==> src/rtl/cpu_pkg.sv <==
// ---------------------------------------------------------------------------
// cpu_pkg
// Shared definitions for the 16-bit pipelined CPU: datapath widths, the
// 4-bit opcode encodings carried in control[3:0], and the compare-flag
// record held by the execute stage.
// ---------------------------------------------------------------------------
package cpu_pkg;

   localparam int DATA_W = 16;
   localparam int IMM_W  = 7;
   localparam int IDX_W  = 5;
   localparam int CTL_W  = 5;

   localparam logic [3:0] OP_NOP    = 4'd0;
   localparam logic [3:0] OP_SUB    = 4'd1;
   localparam logic [3:0] OP_ADD    = 4'd2;
   localparam logic [3:0] OP_ADDI   = 4'd3;
   localparam logic [3:0] OP_SHLLI  = 4'd4;
   localparam logic [3:0] OP_SHRLI  = 4'd5;
   localparam logic [3:0] OP_JUMP   = 4'd6;
   localparam logic [3:0] OP_JUMPL  = 4'd7;
   localparam logic [3:0] OP_JUMPG  = 4'd8;
   localparam logic [3:0] OP_JUMPE  = 4'd9;
   localparam logic [3:0] OP_JUMPNE = 4'd10;
   localparam logic [3:0] OP_CMP    = 4'd11;
   localparam logic [3:0] OP_LOAD   = 4'd12;
   localparam logic [3:0] OP_LOADI  = 4'd13;
   localparam logic [3:0] OP_STORE  = 4'd14;
   localparam logic [3:0] OP_MOV    = 4'd15;

   typedef struct packed {
      logic zf;
      logic gf;
      logic lf;
   } flags_t;

   // Sign-extend the immediate field to the datapath width.
   function automatic logic [DATA_W-1:0] sext_imm(input logic [IMM_W-1:0] imm);
      return {{(DATA_W-IMM_W){imm[IMM_W-1]}}, imm};
   endfunction

endpackage

==> src/rtl/execute_alu.sv <==
// ---------------------------------------------------------------------------
// execute_alu
// Combinational ALU of the EX stage. Decodes the 4-bit opcode and produces
// the result (ALU value or memory address), the writeback enable and the
// signed compare of a against b. The compare outputs are always live; the
// caller decides when to capture them.
//   i_opcode  [3:0]  opcode (control[3:0])
//   i_a       [15:0] operand A (reg1)
//   i_b       [15:0] operand B (reg2)
//   i_imm     [6:0]  immediate field
//   o_result  [15:0] result / address
//   o_we             writeback enable
//   o_zf/o_gf/o_lf   a==b, a>b, a<b (signed)
// ---------------------------------------------------------------------------
module execute_alu
   import cpu_pkg::*;
(
   input  logic [3:0]        i_opcode,
   input  logic [DATA_W-1:0] i_a,
   input  logic [DATA_W-1:0] i_b,
   input  logic [IMM_W-1:0]  i_imm,
   output logic [DATA_W-1:0] o_result,
   output logic              o_we,
   output logic              o_zf,
   output logic              o_gf,
   output logic              o_lf
);

   logic [DATA_W-1:0] w_simm;
   logic [DATA_W-1:0] w_zimm;

   assign w_simm = sext_imm(i_imm);
   assign w_zimm = {{(DATA_W-IMM_W){1'b0}}, i_imm};

   assign o_zf = (i_a == i_b);
   assign o_gf = ($signed(i_a) > $signed(i_b));
   assign o_lf = ($signed(i_a) < $signed(i_b));

   always_comb begin
      o_result = '0;
      o_we     = 1'b0;
      unique case (i_opcode)
         OP_SUB:   begin o_result = i_a - i_b;             o_we = 1'b1; end
         OP_ADD:   begin o_result = i_a + i_b;             o_we = 1'b1; end
         OP_ADDI:  begin o_result = i_a + w_simm;          o_we = 1'b1; end
         OP_SHLLI: begin o_result = i_a << i_imm[3:0];     o_we = 1'b1; end
         OP_SHRLI: begin o_result = i_a >> i_imm[3:0];     o_we = 1'b1; end
         OP_LOAD:  begin o_result = i_a + w_simm;          o_we = 1'b1; end
         OP_LOADI: begin o_result = w_zimm;                o_we = 1'b1; end
         // Store address only; the data travels on output_reg.
         OP_STORE: begin o_result = i_a + w_simm;          o_we = 1'b0; end
         OP_MOV:   begin o_result = i_a;                   o_we = 1'b1; end
         // NOP, jumps and CMP produce no register result.
         default:  begin o_result = '0;                    o_we = 1'b0; end
      endcase
   end

endmodule

==> src/rtl/execute.sv <==
// ---------------------------------------------------------------------------
// execute
// EX stage of the 16-bit pipelined CPU. Runs the ALU, forms the branch
// target npc + simm for every instruction, keeps the compare flags and
// registers everything into the EX/MEM pipeline register. One-cycle
// latency, no stall or flush: a new instruction is accepted every cycle.
//   clk, rst_n          clock, asynchronous active-low reset
//   control_in [4:0]    [3:0] opcode, [4] reserved (forwarded only)
//   dest_index_in [4:0] destination register index
//   reg1_data/reg2_data operands A / B (B also store data)
//   npc [15:0]          PC+1 of this instruction
//   immediate [6:0]     immediate field
//   dest_index_out, control_out, output_reg   registered pass-throughs
//   result_out, target, DEST_REG_WRITE_EN     registered ALU outputs
//   ZF, GF, LF          flags, updated only by CMP
// ---------------------------------------------------------------------------
module execute
   import cpu_pkg::*;
(
   input  logic              clk,
   input  logic              rst_n,
   input  logic [CTL_W-1:0]  control_in,
   input  logic [IDX_W-1:0]  dest_index_in,
   input  logic [DATA_W-1:0] reg1_data,
   input  logic [DATA_W-1:0] reg2_data,
   input  logic [DATA_W-1:0] npc,
   input  logic [IMM_W-1:0]  immediate,
   output logic [IDX_W-1:0]  dest_index_out,
   output logic [CTL_W-1:0]  control_out,
   output logic [DATA_W-1:0] output_reg,
   output logic [DATA_W-1:0] result_out,
   output logic [DATA_W-1:0] target,
   output logic              DEST_REG_WRITE_EN,
   output logic              ZF,
   output logic              GF,
   output logic              LF
);

   logic [DATA_W-1:0] w_alu_result;
   logic              w_alu_we;
   flags_t            w_cmp_flags;
   logic [DATA_W-1:0] w_target;

   logic [IDX_W-1:0]  r_dest_index;
   logic [CTL_W-1:0]  r_control;
   logic [DATA_W-1:0] r_output_reg;
   logic [DATA_W-1:0] r_result;
   logic [DATA_W-1:0] r_target;
   logic              r_we;
   flags_t            r_flags;

   execute_alu u_alu (
      .i_opcode (control_in[3:0]),
      .i_a      (reg1_data),
      .i_b      (reg2_data),
      .i_imm    (immediate),
      .o_result (w_alu_result),
      .o_we     (w_alu_we),
      .o_zf     (w_cmp_flags.zf),
      .o_gf     (w_cmp_flags.gf),
      .o_lf     (w_cmp_flags.lf)
   );

   // Target is formed unconditionally; the taken decision is made downstream.
   assign w_target = npc + sext_imm(immediate);

   always_ff @(posedge clk or negedge rst_n) begin
      if (!rst_n) begin
         r_dest_index <= '0;
         r_control    <= '0;
         r_output_reg <= '0;
         r_result     <= '0;
         r_target     <= '0;
         r_we         <= 1'b0;
         r_flags      <= '0;
      end else begin
         r_dest_index <= dest_index_in;
         r_control    <= control_in;
         r_output_reg <= reg2_data;
         r_result     <= w_alu_result;
         r_target     <= w_target;
         r_we         <= w_alu_we;
         // Flags persist across non-CMP instructions so a later jump can use them.
         if (control_in[3:0] == OP_CMP)
            r_flags <= w_cmp_flags;
      end
   end

   assign dest_index_out    = r_dest_index;
   assign control_out       = r_control;
   assign output_reg        = r_output_reg;
   assign result_out        = r_result;
   assign target            = r_target;
   assign DEST_REG_WRITE_EN = r_we;
   assign ZF                = r_flags.zf;
   assign GF                = r_flags.gf;
   assign LF                = r_flags.lf;

endmodule

==> config.mk <==
export PLATFORM = sky130hd
export DESIGN_NAME = execute
export DESIGN_NICKNAME = d
export VERILOG_FILES = /design/src/rtl/cpu_pkg.sv /design/src/rtl/execute_alu.sv /design/src/rtl/execute.sv
export SDC_FILE = /design/constraint.sdc
export NUM_CORES = 1
export LEC_CHECK = 0
export BUFFER_PORTS_ARGS = -buffer_cell sky130_fd_sc_hd__buf_2
export CAP_MARGIN = 20
export CORE_UTILIZATION = 56
export DETAILED_ROUTE_END_ITERATION = 6
export PLACE_DENSITY = 0.91
export SLEW_MARGIN = 20
export SYNTH_ARGS = -nofsm -noshare
export SYNTH_HDL_FRONTEND = slang
export SYNTH_SLANG_ARGS = --single-unit
export TNS_END_PERCENT = 1
==> constraint.sdc <==
create_clock -name clk -period 0.9 [get_ports clk]
set_clock_uncertainty 0.15 [all_clocks]
set_input_delay 0 -clock clk [delete_from_list [all_inputs] [get_ports clk]]
set_output_delay 0 -clock clk [all_outputs]
set_load 0.01 [all_outputs]
==> impl_metrics.env, run 1 <==
export IMPL_status="aborted with a tool error"
export IMPL_lastStage="5_1_grt"
export IMPL_first_error="[ERROR GRT-0116] Global routing finished with congestion. Check the congestion regions in the DRC Viewer."
export IMPL_synthArstFlopShare=1.00
export IMPL_overflow=70
export IMPL_synthesis_area_um2=5750
export IMPL_yosys_top_cells_count="dfrtp_1 (62), nor2_1 (57), a21oi_1 (56), ha_1 (48), nand2_1 (47)"
export IMPL_synth_ff_type="dfrtp_1"
export IMPL_grt_pass1_vias=9418
export IMPL_syn_nets=772
export IMPL_yosys_top_cells_area="dfrtp_1 (27%), ha_1 (10%), a21oi_1 (4.9%)"
export IMPL_syn_area_per_cell_um2=8.79
export IMPL_cts_buffers=9
export IMPL_clockBufferDepth=2
export IMPL_synth_top_area_frac=0.270
export IMPL_yosys_warnings=0
export IMPL_num_rows=36
export IMPL_grt_pass1_wl_um=56500
export IMPL_numPortBuffers=128
export IMPL_synth_cell_type_count=78
export IMPL_htreeDepth=3
export IMPL_seq_area_frac_synth=0.270
export IMPL_cts_root_buf="clkbuf_8"
export IMPL_start_util=0.583
export IMPL_dp_hpwl_um=19400
export IMPL_synth_seq_cells=62
export IMPL_pin_count=129
export IMPL_synth_edff_count=0
export IMPL_gp_congestion=1.19
export IMPL_post_synth_top_count_cell="dfrtp_1"
export IMPL_numClockSinks=62
export IMPL_syn_inst=654
export IMPL_grt_max_degree=63
export IMPL_fp_dieH_um=103
export IMPL_yosysTopAreaCell="dfrtp_1"
export IMPL_track_usage=0.734
export IMPL_die_w_um=103
-- logic make-up after synthesis --
group                    Yosys count  synth area share
buffers and inverters             63            0.0468
adder cells (fa/ha/maj)           51             0.115
multiplexers                      45             0.102
flip-flops                        62             0.270
AND/OR/NAND/NOR                  184             0.159
XOR/XNOR                          36            0.0548
AO/OA/AOI/OAI                    213             0.253
-- what timing repair did --
action	in CTS
resized for setup	61
pin swaps	28
setup buffers	5
setup endpoints to repair	94
hold buffers	28
endpoints found under the hold margin	104
-- routing by layer --
layer | GRT overflow | global-route usage
met1 | 3 | 0.732
met2 | 45 | 0.912
met3 | 3 | 0.553
met4 | 19 | 0.746
met5 | 0 | 0.308
-- through the flow --
step / hold slack, ns / instances / TNS (ns) / area (µm²) / setup WS, ns
2_1_floorplan: -0.446 / 654 / -37.38 / 5880 / -1.80
3_3_place_gp: -0.124 / 1081 / -41.83 / 8010 / -1.87
3_5_place_dp: -0.109 / 1081 / -46.02 / 8010 / -2.01
4_1_cts: -0.395 / 1130 / -39.23 / 8870 / -1.53
==> run 2: changes to the inputs <==
- CORE_UTILIZATION: 56 -> 40
- PLACE_DENSITY: 0.91 -> unset
- PLACE_DENSITY_LB_ADDON: unset -> 0.15
==> impl_metrics.env, run 2 <==
export IMPL_status="complete, but fails checks"
export IMPL_violations="hold timing, setup timing"
export IMPL_fill_cells=1175
export IMPL_clkTransAtPathRegs_ns=0.06
export IMPL_post_synth_top_count_cell="dfrtp_1"
export IMPL_num_vias=6643
export IMPL_gp_congestion=0.992
export IMPL_htreeDepth=3
export IMPL_final_common_cell="buf_4"
export IMPL_insertion_delay_ns=0.34
export IMPL_synthMuxAreaShare=0.102
export IMPL_initialDrtViolationCount=452
export IMPL_core_area_um2=13900
export IMPL_cp_arrival_ns=2.46
export IMPL_p_leak_uw=0.00468
export IMPL_synth_compound_area_share=0.253
export IMPL_rsz0062_at_grt="true"
export IMPL_holdBufCountCts=29
export IMPL_final_area_um2=9420
export IMPL_tightest_slew_ns=0.540
export IMPL_yosys_top_cells_area="dfrtp_1 (27%), ha_1 (10%), a21oi_1 (4.9%)"
export IMPL_yosys_top_cells_count="dfrtp_1 (62), nor2_1 (57), a21oi_1 (56), ha_1 (48), nand2_1 (47)"
export IMPL_track_usage=0.320
export IMPL_yosys_area_share_simple=0.159
export IMPL_yosys_warnings=0
export IMPL_synth_top_family_by_area="compound AO/OA/AOI/OAI gates"
export IMPL_clockBufferDepth=2
export IMPL_seq_area_frac_synth=0.270
export IMPL_syn_area_per_cell_um2=8.79
export IMPL_dp_hpwl_um=18500
export IMPL_setup_slack_ns=-1.48
export IMPL_hold_viol_final=13
export IMPL_cts_tree="built"
export IMPL_slew_headroom=0.640
export IMPL_synthAdderAreaFrac=0.115
export IMPL_grt_max_degree=63
export IMPL_nNetsFinal=1146
export IMPL_max_freq_ghz=0.420
export IMPL_synthesis_area_um2=5750
export IMPL_antenna_found_initial=0
export IMPL_fp_dieArea_um2=14900
export IMPL_powerDensity_nw_per_um2=1300
export IMPL_synth_cell_type_count=78
export IMPL_synth_top_area_frac=0.270
export IMPL_grt_pass1_vias=6493
export IMPL_final_cell_mix="buf_4 (230), buf_2 (117), dfrtp_1 (62), nor2_1 (55), a21oi_1 (48)"
export IMPL_fin_crit_sh=2.65
export IMPL_hp_class="input port to register"
export IMPL_setup_viol=93
export IMPL_crit_path_end_kind="register"
export IMPL_syn_inst=654
export IMPL_slew_violations=0
export IMPL_numClockSinks=62
export IMPL_yosysTopAreaCell="dfrtp_1"
export IMPL_finalWirelength_um=23600
export IMPL_syn2layout_area_growth_pct=63.8
export IMPL_num_rows=43
export IMPL_avgViaCountPerCell=5.48
export IMPL_regArea_um2=1550
export IMPL_cts_buffers=9
export IMPL_numPortBuffers=128
export IMPL_cts_root_buf="clkbuf_16"
export IMPL_start_kind="input port"
export IMPL_placed_cells=1160
export IMPL_ant_nets=0
export IMPL_overflow=0
export IMPL_maxCapViolCount=0
export IMPL_pin_count=129
export IMPL_diodes=0
export IMPL_synthArstFlopShare=1.00
export IMPL_drtPass1Iterations=5
export IMPL_synth_edff_count=0
export IMPL_routedWlPerCell_um=19.5
export IMPL_drive_gt1_frac=0.455
export IMPL_vdd_ir_drop_worst_v=0.000886
export IMPL_syn_nets=772
export IMPL_period_minus_slack_ns=2.38
export IMPL_instances_no_fill=1213
export IMPL_critPathRequiredTime_ns=0.97
export IMPL_synth_seq_cells=62
export IMPL_placed_area_um2=8320
export IMPL_synth_xor_area_frac=0.0548
export IMPL_start_util=0.413
export IMPL_path_max_fanout=6
export IMPL_multi_input_area_um2=4360
export IMPL_die_w_um=122
export IMPL_fp_dieH_um=122
export IMPL_holdWs_ns=-0.0845
export IMPL_grt_pass1_wl_um=35200
export IMPL_synth_ff_type="dfrtp_1"
export IMPL_critical_path_class="input port to register"
export IMPL_drc=0
run 2: cell counts after synthesis:
No cell type changed its count.
run 2: what timing repair did:
item | 4_1_cts | 5_1_grt
buffers inserted | 4 | 4
endpoints found under the setup margin | 94 | 96
gates resized for setup | 41 | 44
endpoints found under the hold margin | 104 | 7
pin swaps | 24 | 17
run 2: worst paths after layout:
kind,from,endpoint,slack (ns),cells past startpoint
max reg2reg,GF,GF,0.06,1
min,npc[14],target[15],-0.08,5
min in group asynchronous,rst_n,target[14],0.05,3
max,control_in[2],result_out[11],-1.48,13
max in group asynchronous,rst_n,output_reg[7],0.27,3
min reg2reg,ZF,ZF,0.33,2
run 2: logic make-up (layout without fill, tap and decap cells):
family                     after synthesis  count (layout)
buffers and inverters                   63             442
DFF                                     62              62
muxes                                   45              45
xor gates and xnor gates                36              36
AOI/OAI and AO/OA                      213             213
adders and majority gates               51              51
and+or+nand+nor                        184             184
run 2: power breakdown:
part,switching (µW),internal [µW],leakage [µW]
sequential,117,3120,0.000749
combinational,2680,2800,0.00379
clock,1330,2220,0.000142
total,4130,8140,0.00468
run 2: area by class of cell:
type                    instances  share of cell area
clock buffers                  11              0.0258
flip-flops and latches         62               0.165
multi-input cells             529               0.463
inverters                      32              0.0128
well taps                     180              0.0239
clock inverters                 5             0.00624
repair buffers                394               0.303
run 2: worst max-delay path, stage by stage:
cell     delay (ns)
buf_8          0.10
and3b_2        0.23
a31oi_4        0.20
buf_6          0.16
mux2_4         0.31
ha_4           0.26
buf_4          0.13
o21a_1         0.17
o211a_1        0.21
o21ai_2        0.10
and2_4         0.20
xnor2_1        0.06
a221o_1        0.32
run 2: metal layers:
layer,vias up,wire length [µm],track usage
li1,3209,-,-
met1,3174,10600,0.440
met2,222,11100,0.519
met3,38,1480,0.0426
met4,0,497,0.0972
met5,-,0,0
run 2: through the flow:
stage	setup TNS (ns)	utilization	hold slack (ns)	total power, µW	worst slack (ns)
6_report	-34.82	0.676	-0.0845	12300	-1.48
5_1_grt	-38.69	0.676	-0.0636	12900	-1.55
4_1_cts	-35.80	0.659	-0.0886	12000	-1.49
3_5_place_dp	-44.55	0.597	-0.105	8130	-1.92
3_3_place_gp	-43.16	0.597	-0.113	8070	-1.87
2_1_floorplan	-37.38	-	-0.446	5770	-1.80
Note: power is estimated with default switching activity, not from simulation.
==> run 3: changes to the inputs <==
- CELL_PAD_IN_SITES_DETAIL_PLACEMENT: unset -> 1
- CELL_PAD_IN_SITES_GLOBAL_PLACEMENT: unset -> 2
- CORE_UTILIZATION: 40 -> 33
- GPL_TIMING_DRIVEN: unset -> 0
==> impl_metrics.env, run 3 (synthesized netlist as in run 2, its figures left out) <==
export IMPL_num_rows=47
export IMPL_fill_cells=1975
export IMPL_num_vias=6070
export IMPL_final_common_cell="buf_2"
export IMPL_dp_hpwl_um=17900
export IMPL_numClockSinks=62
export IMPL_core_area_um2=16800
export IMPL_avgViaCountPerCell=5.70
export IMPL_maxCapViolCount=0
export IMPL_holdWs_ns=-0.402
export IMPL_hold_viol_final=80
export IMPL_drtPass1Iterations=5
export IMPL_insertion_delay_ns=0.33
export IMPL_cp_startpoint="control_in[3]"
export IMPL_nNetsFinal=958
export IMPL_clkTransAtPathRegs_ns=0.06
export IMPL_final_core_util=0.478
export IMPL_initialDrtViolationCount=250
export IMPL_drive_gt1_frac=0.326
export IMPL_diodes=0
export IMPL_syn2layout_area_growth_pct=39.9
export IMPL_drc=0
export IMPL_setup_viol=93
export IMPL_vdd_ir_drop_worst_v=0.000949
export IMPL_routedWlPerCell_um=22.3
export IMPL_cts_root_buf="clkbuf_16"
export IMPL_pin_count=129
export IMPL_cp_arrival_ns=2.59
export IMPL_regArea_um2=1550
export IMPL_clockBufferDepth=2
export IMPL_status="complete, but fails checks"
export IMPL_dpl_worst_slack_ns=-2.88
export IMPL_slew_headroom=0.469
export IMPL_holdBufCountCts=28
export IMPL_antenna_found_initial=0
export IMPL_tightest_slew_ns=0.797
export IMPL_placed_area_um2=6800
export IMPL_critical_path_class="input port to register"
export IMPL_htreeDepth=3
export IMPL_numPortBuffers=128
export IMPL_start_util=0.342
export IMPL_track_usage=0.271
export IMPL_fp_dieArea_um2=18000
export IMPL_powerDensity_nw_per_um2=1410
export IMPL_ant_nets=0
export IMPL_die_w_um=134
export IMPL_grt_max_degree=63
export IMPL_hp_class="input port to async pin"
export IMPL_violations="hold timing, setup timing"
export IMPL_setup_slack_ns=-1.62
export IMPL_fp_dieH_um=134
export IMPL_grt_pass1_wl_um=36800
export IMPL_period_minus_slack_ns=2.52
export IMPL_final_area_um2=8040
export IMPL_cts_buffers=9
export IMPL_start_kind="input port"
export IMPL_critPathRequiredTime_ns=0.97
export IMPL_cts_tree="built"
export IMPL_crit_path_end_kind="register"
export IMPL_rr_startpoint="GF"
export IMPL_grt_pass1_vias=6438
export IMPL_slew_violations=0
export IMPL_final_cell_mix="buf_2 (122), dfrtp_1 (62), nor2_1 (55), nand2_1 (44), a21oi_1 (44)"
export IMPL_multi_input_area_um2=4410
export IMPL_path_max_fanout=6
export IMPL_overflow=0
export IMPL_p_leak_uw=0.00371
export IMPL_max_freq_ghz=0.397
export IMPL_fin_crit_sh=2.80
export IMPL_gp_congestion=0.924
export IMPL_finalWirelength_um=23700
export IMPL_rsz0062_at_grt="true"
==> run 3: cell types whose count changed in the layout (fill, tap and decap cells not counted), moves of 3 or more <==
| cell | delta |
|---|---|
| buf_4 | -207 |
| clkbuf_1 | +8 |
| ha_1 | +4 |
| buf_12 | -3 |
| buf_2 | +5 |
| ha_4 | -4 |
| a21oi_1 | -4 |
| clkbuf_2 | +4 |
| dlymetal6s4s_1 | -3 |
| clkbuf_8 | +3 |
==> run 3: power breakdown <==
group / internal (µW) / switching, µW / leakage (µW) / total, µW
clock network: 2190 / 1250 / 0.000141 / 3440
logic: 2070 / 2610 / 0.00282 / 4680
registers: 3120 / 84.5 / 0.000749 / 3200
==> run 3: cell type report <==
| type | instances | share of cell area |
|---|---|---|
| Clock buffer | 11 | 0.0302 |
| Inverter | 32 | 0.0159 |
| Tap cell | 220 | 0.0342 |
| Buffer | 29 | 0.0305 |
| Clock inverter | 4 | 0.00591 |
| Timing Repair Buffer | 177 | 0.143 |
| Multi-Input combinational cell | 529 | 0.548 |
| Sequential cell | 62 | 0.193 |
==> run 3: worst paths after layout <==
check,to,slack (ns),cells after the start
hold / removal,target[14],-0.40,1
setup reg to reg,GF,0.05,1
min in group clk,target[2],-0.11,3
hold reg to reg,LF,0.36,2
setup / recovery,result_out[10],-1.62,13
max in group asynchronous,dest_index_out[0],0.48,1
==> run 3: repair_timing <==
item                                   4_1_cts  5_1_grt
pin swaps                                   37       23
setup endpoints to repair                   95       95
gates resized for setup                     80       40
endpoints found under the hold margin      107       76
setup buffers                               19        2
==> run 3: critical path: stages <==
cell	delay, ns
buf_8	0.11
and3b_2	0.23
a31oi_4	0.17
buf_6	0.17
mux2_2	0.36
ha_4	0.28
buf_4	0.13
nand4_1	0.16
a21oi_4	0.23
nor3b_4	0.08
o21a_1	0.18
xnor2_1	0.13
a221o_1	0.34
==> run 3: routing by layer <==
layer	wire, µm	GRT usage
met4	634	0.0893
met2	11400	0.463
met5	0	0
met3	1030	0.0408
met1	10700	0.347
==> run 3: metrics by stage <==
step | std cells | hold slack [ns] | setup TNS, ns | power [µW]
floorplan | 654 | -0.446 | -37.38 | 5770
global placement | 1002 | -0.0386 | -83.26 | 7120
detailed placement | 1002 | -0.0351 | -56.38 | 7220
CTS | 1064 | -0.377 | -38.19 | 11200
global route | 1064 | -0.333 | -40.00 | 11900
finish | 1064 | -0.402 | -35.80 | 11300
==> run 4: changes to the inputs <==
- REMOVE_ABC_BUFFERS: unset -> 1
==> impl_metrics.env, run 4 (synthesized netlist as in run 2, its figures left out) <==
export IMPL_vdd_ir_drop_worst_v=0.000908
export IMPL_num_vias=6067
export IMPL_holdWs_ns=-0.232
export IMPL_antenna_found_initial=0
export IMPL_instances_no_fill=1040
export IMPL_placed_area_um2=6560
export IMPL_syn2layout_area_growth_pct=40.8
export IMPL_clkTransAtPathRegs_ns=0.05
export IMPL_hold_start="npc[0]"
export IMPL_rr_worst_depth=1
export IMPL_hold_viol_final=37
export IMPL_drive_gt1_frac=0.332
export IMPL_fin_crit_sh=2.77
export IMPL_overflow=0
export IMPL_cts_tree="built"
export IMPL_grt_pass1_wl_um=36600
export IMPL_totalPowerFinal_uw=11500
export IMPL_wl_met1_um=10100
export IMPL_final_cell_mix="buf_2 (114), dfrtp_1 (62), nor2_1 (54), a21oi_1 (48), nand2_1 (44)"
export IMPL_placed_cells=972
export IMPL_grt_max_degree=52
export IMPL_maxCapViolCount=0
export IMPL_clockBufferDepth=2
export IMPL_drc=0
export IMPL_reg2reg_slack_ns=0.03
export IMPL_reg2reg_to="GF"
export IMPL_gp_congestion=0.903
export IMPL_max_freq_ghz=0.401
export IMPL_drtPass1Iterations=7
export IMPL_cp_arrival_ns=2.56
export IMPL_holdBufCountCts=29
export IMPL_cts_root_buf="clkbuf_16"
export IMPL_routedWlPerCell_um=22.6
export IMPL_fp_dieH_um=134
export IMPL_crit_path_end_kind="register"
export IMPL_violations="hold timing, setup timing"
export IMPL_dp_hpwl_um=16400
export IMPL_die_w_um=134
export IMPL_powerDensity_nw_per_um2=1430
export IMPL_final_area_um2=8100
export IMPL_fill_cells=1990
export IMPL_p_leak_uw=0.00368
export IMPL_initialDrtViolationCount=408
export IMPL_rsz0062_at_grt="true"
export IMPL_period_minus_slack_ns=2.50
export IMPL_fp_dieArea_um2=18000
export IMPL_slew_violations=0
export IMPL_grt_pass1_vias=6499
export IMPL_critPathRequiredTime_ns=0.96
export IMPL_setup_viol=96
export IMPL_nNetsFinal=933
export IMPL_setup_tns_final_ns=-37.50
export IMPL_finalWirelength_um=23500
export IMPL_wl_met3_um=1370
export IMPL_path_max_fanout=7
export IMPL_cts_buffers=9
export IMPL_status="complete, but fails checks"
export IMPL_worstHoldPathCells=2
export IMPL_start_kind="input port"
export IMPL_multi_input_area_um2=4530
export IMPL_avgViaCountPerCell=5.83
export IMPL_rr_startpoint="GF"
export IMPL_core_area_um2=16800
export IMPL_ant_nets=0
export IMPL_htreeDepth=3
export IMPL_setup_slack_ns=-1.60
export IMPL_numPortBuffers=128
export IMPL_slew_headroom=0.495
export IMPL_diodes=0
export IMPL_critical_path_class="input port to register"
export IMPL_regArea_um2=1550
export IMPL_pin_count=129
export IMPL_tightest_slew_ns=0.758
export IMPL_hp_class="input port to register"
export IMPL_track_usage=0.270
export IMPL_numClockSinks=62
export IMPL_dr_wl_met2_um=11200
export IMPL_routed_top_layer="met4"
export IMPL_start_util=0.342
export IMPL_num_rows=47
export IMPL_hold_path_end="target[0]"
export IMPL_final_common_cell="buf_2"
export IMPL_insertion_delay_ns=0.34
## run 4: critical path: stages
cell      delay (ns)
buf_12          0.11
and3b_2         0.24
a31oi_4         0.17
buf_12          0.15
mux2_4          0.34
ha_4            0.31
o211ai_1        0.12
o21ai_2         0.27
a31o_4          0.24
a31oi_4         0.10
xnor2_2         0.17
a211o_1         0.31
## run 4: worst max-delay path by stage
stage                              from             end  slack, ns  cells after the start
final                     control_in[2]   result_out[9]      -1.60                     12
after global routing      control_in[2]  result_out[10]      -1.65                     12
after CTS                 control_in[2]  result_out[10]      -1.54                     13
after detailed placement  control_in[0]  result_out[10]      -2.98                     12
after global placement    control_in[0]  result_out[10]      -3.96                     11
after floorplan           control_in[3]  result_out[10]      -2.49                     11
## run 4: layout make-up
cell class / instances / area share
Clock buffer: 9 / 0.0278
Clock inverter: 7 / 0.00896
Inverter: 32 / 0.0156
Timing Repair Buffer: 180 / 0.162
Tap cell: 220 / 0.0340
Sequential cell: 62 / 0.192
Multi-Input combinational cell: 530 / 0.560
## run 4: power by group
group / internal, µW / switching (µW) / leakage, µW
logic: 2110 / 2650 / 0.00279
registers: 3120 / 88.8 / 0.000749
clock network: 2150 / 1430 / 0.000142
total: 7370 / 4170 / 0.00368
## run 4: what timing repair did
item                       CTS  global route
buffers inserted            22             0
cloned                       1             0
setup endpoints to repair   97            97
hold endpoints to repair   108            34
pin swaps                   37             3
gates resized for setup    116            28
## run 4: per-layer routing
layer,GRT usage,up-vias
li1,-,2791
met1,0.347,3027
met2,0.438,209
met3,0.0533,40
met4,0.116,0
met5,0,-
## run 4: per-stage QoR
step / setup slack (ns) / utilization
global route: -1.65 / 0.481
CTS: -1.54 / 0.473
finish: -1.60 / 0.481
detailed placement: -2.98 / 0.390
global placement: -3.96 / 0.388
floorplan: -2.49 / -
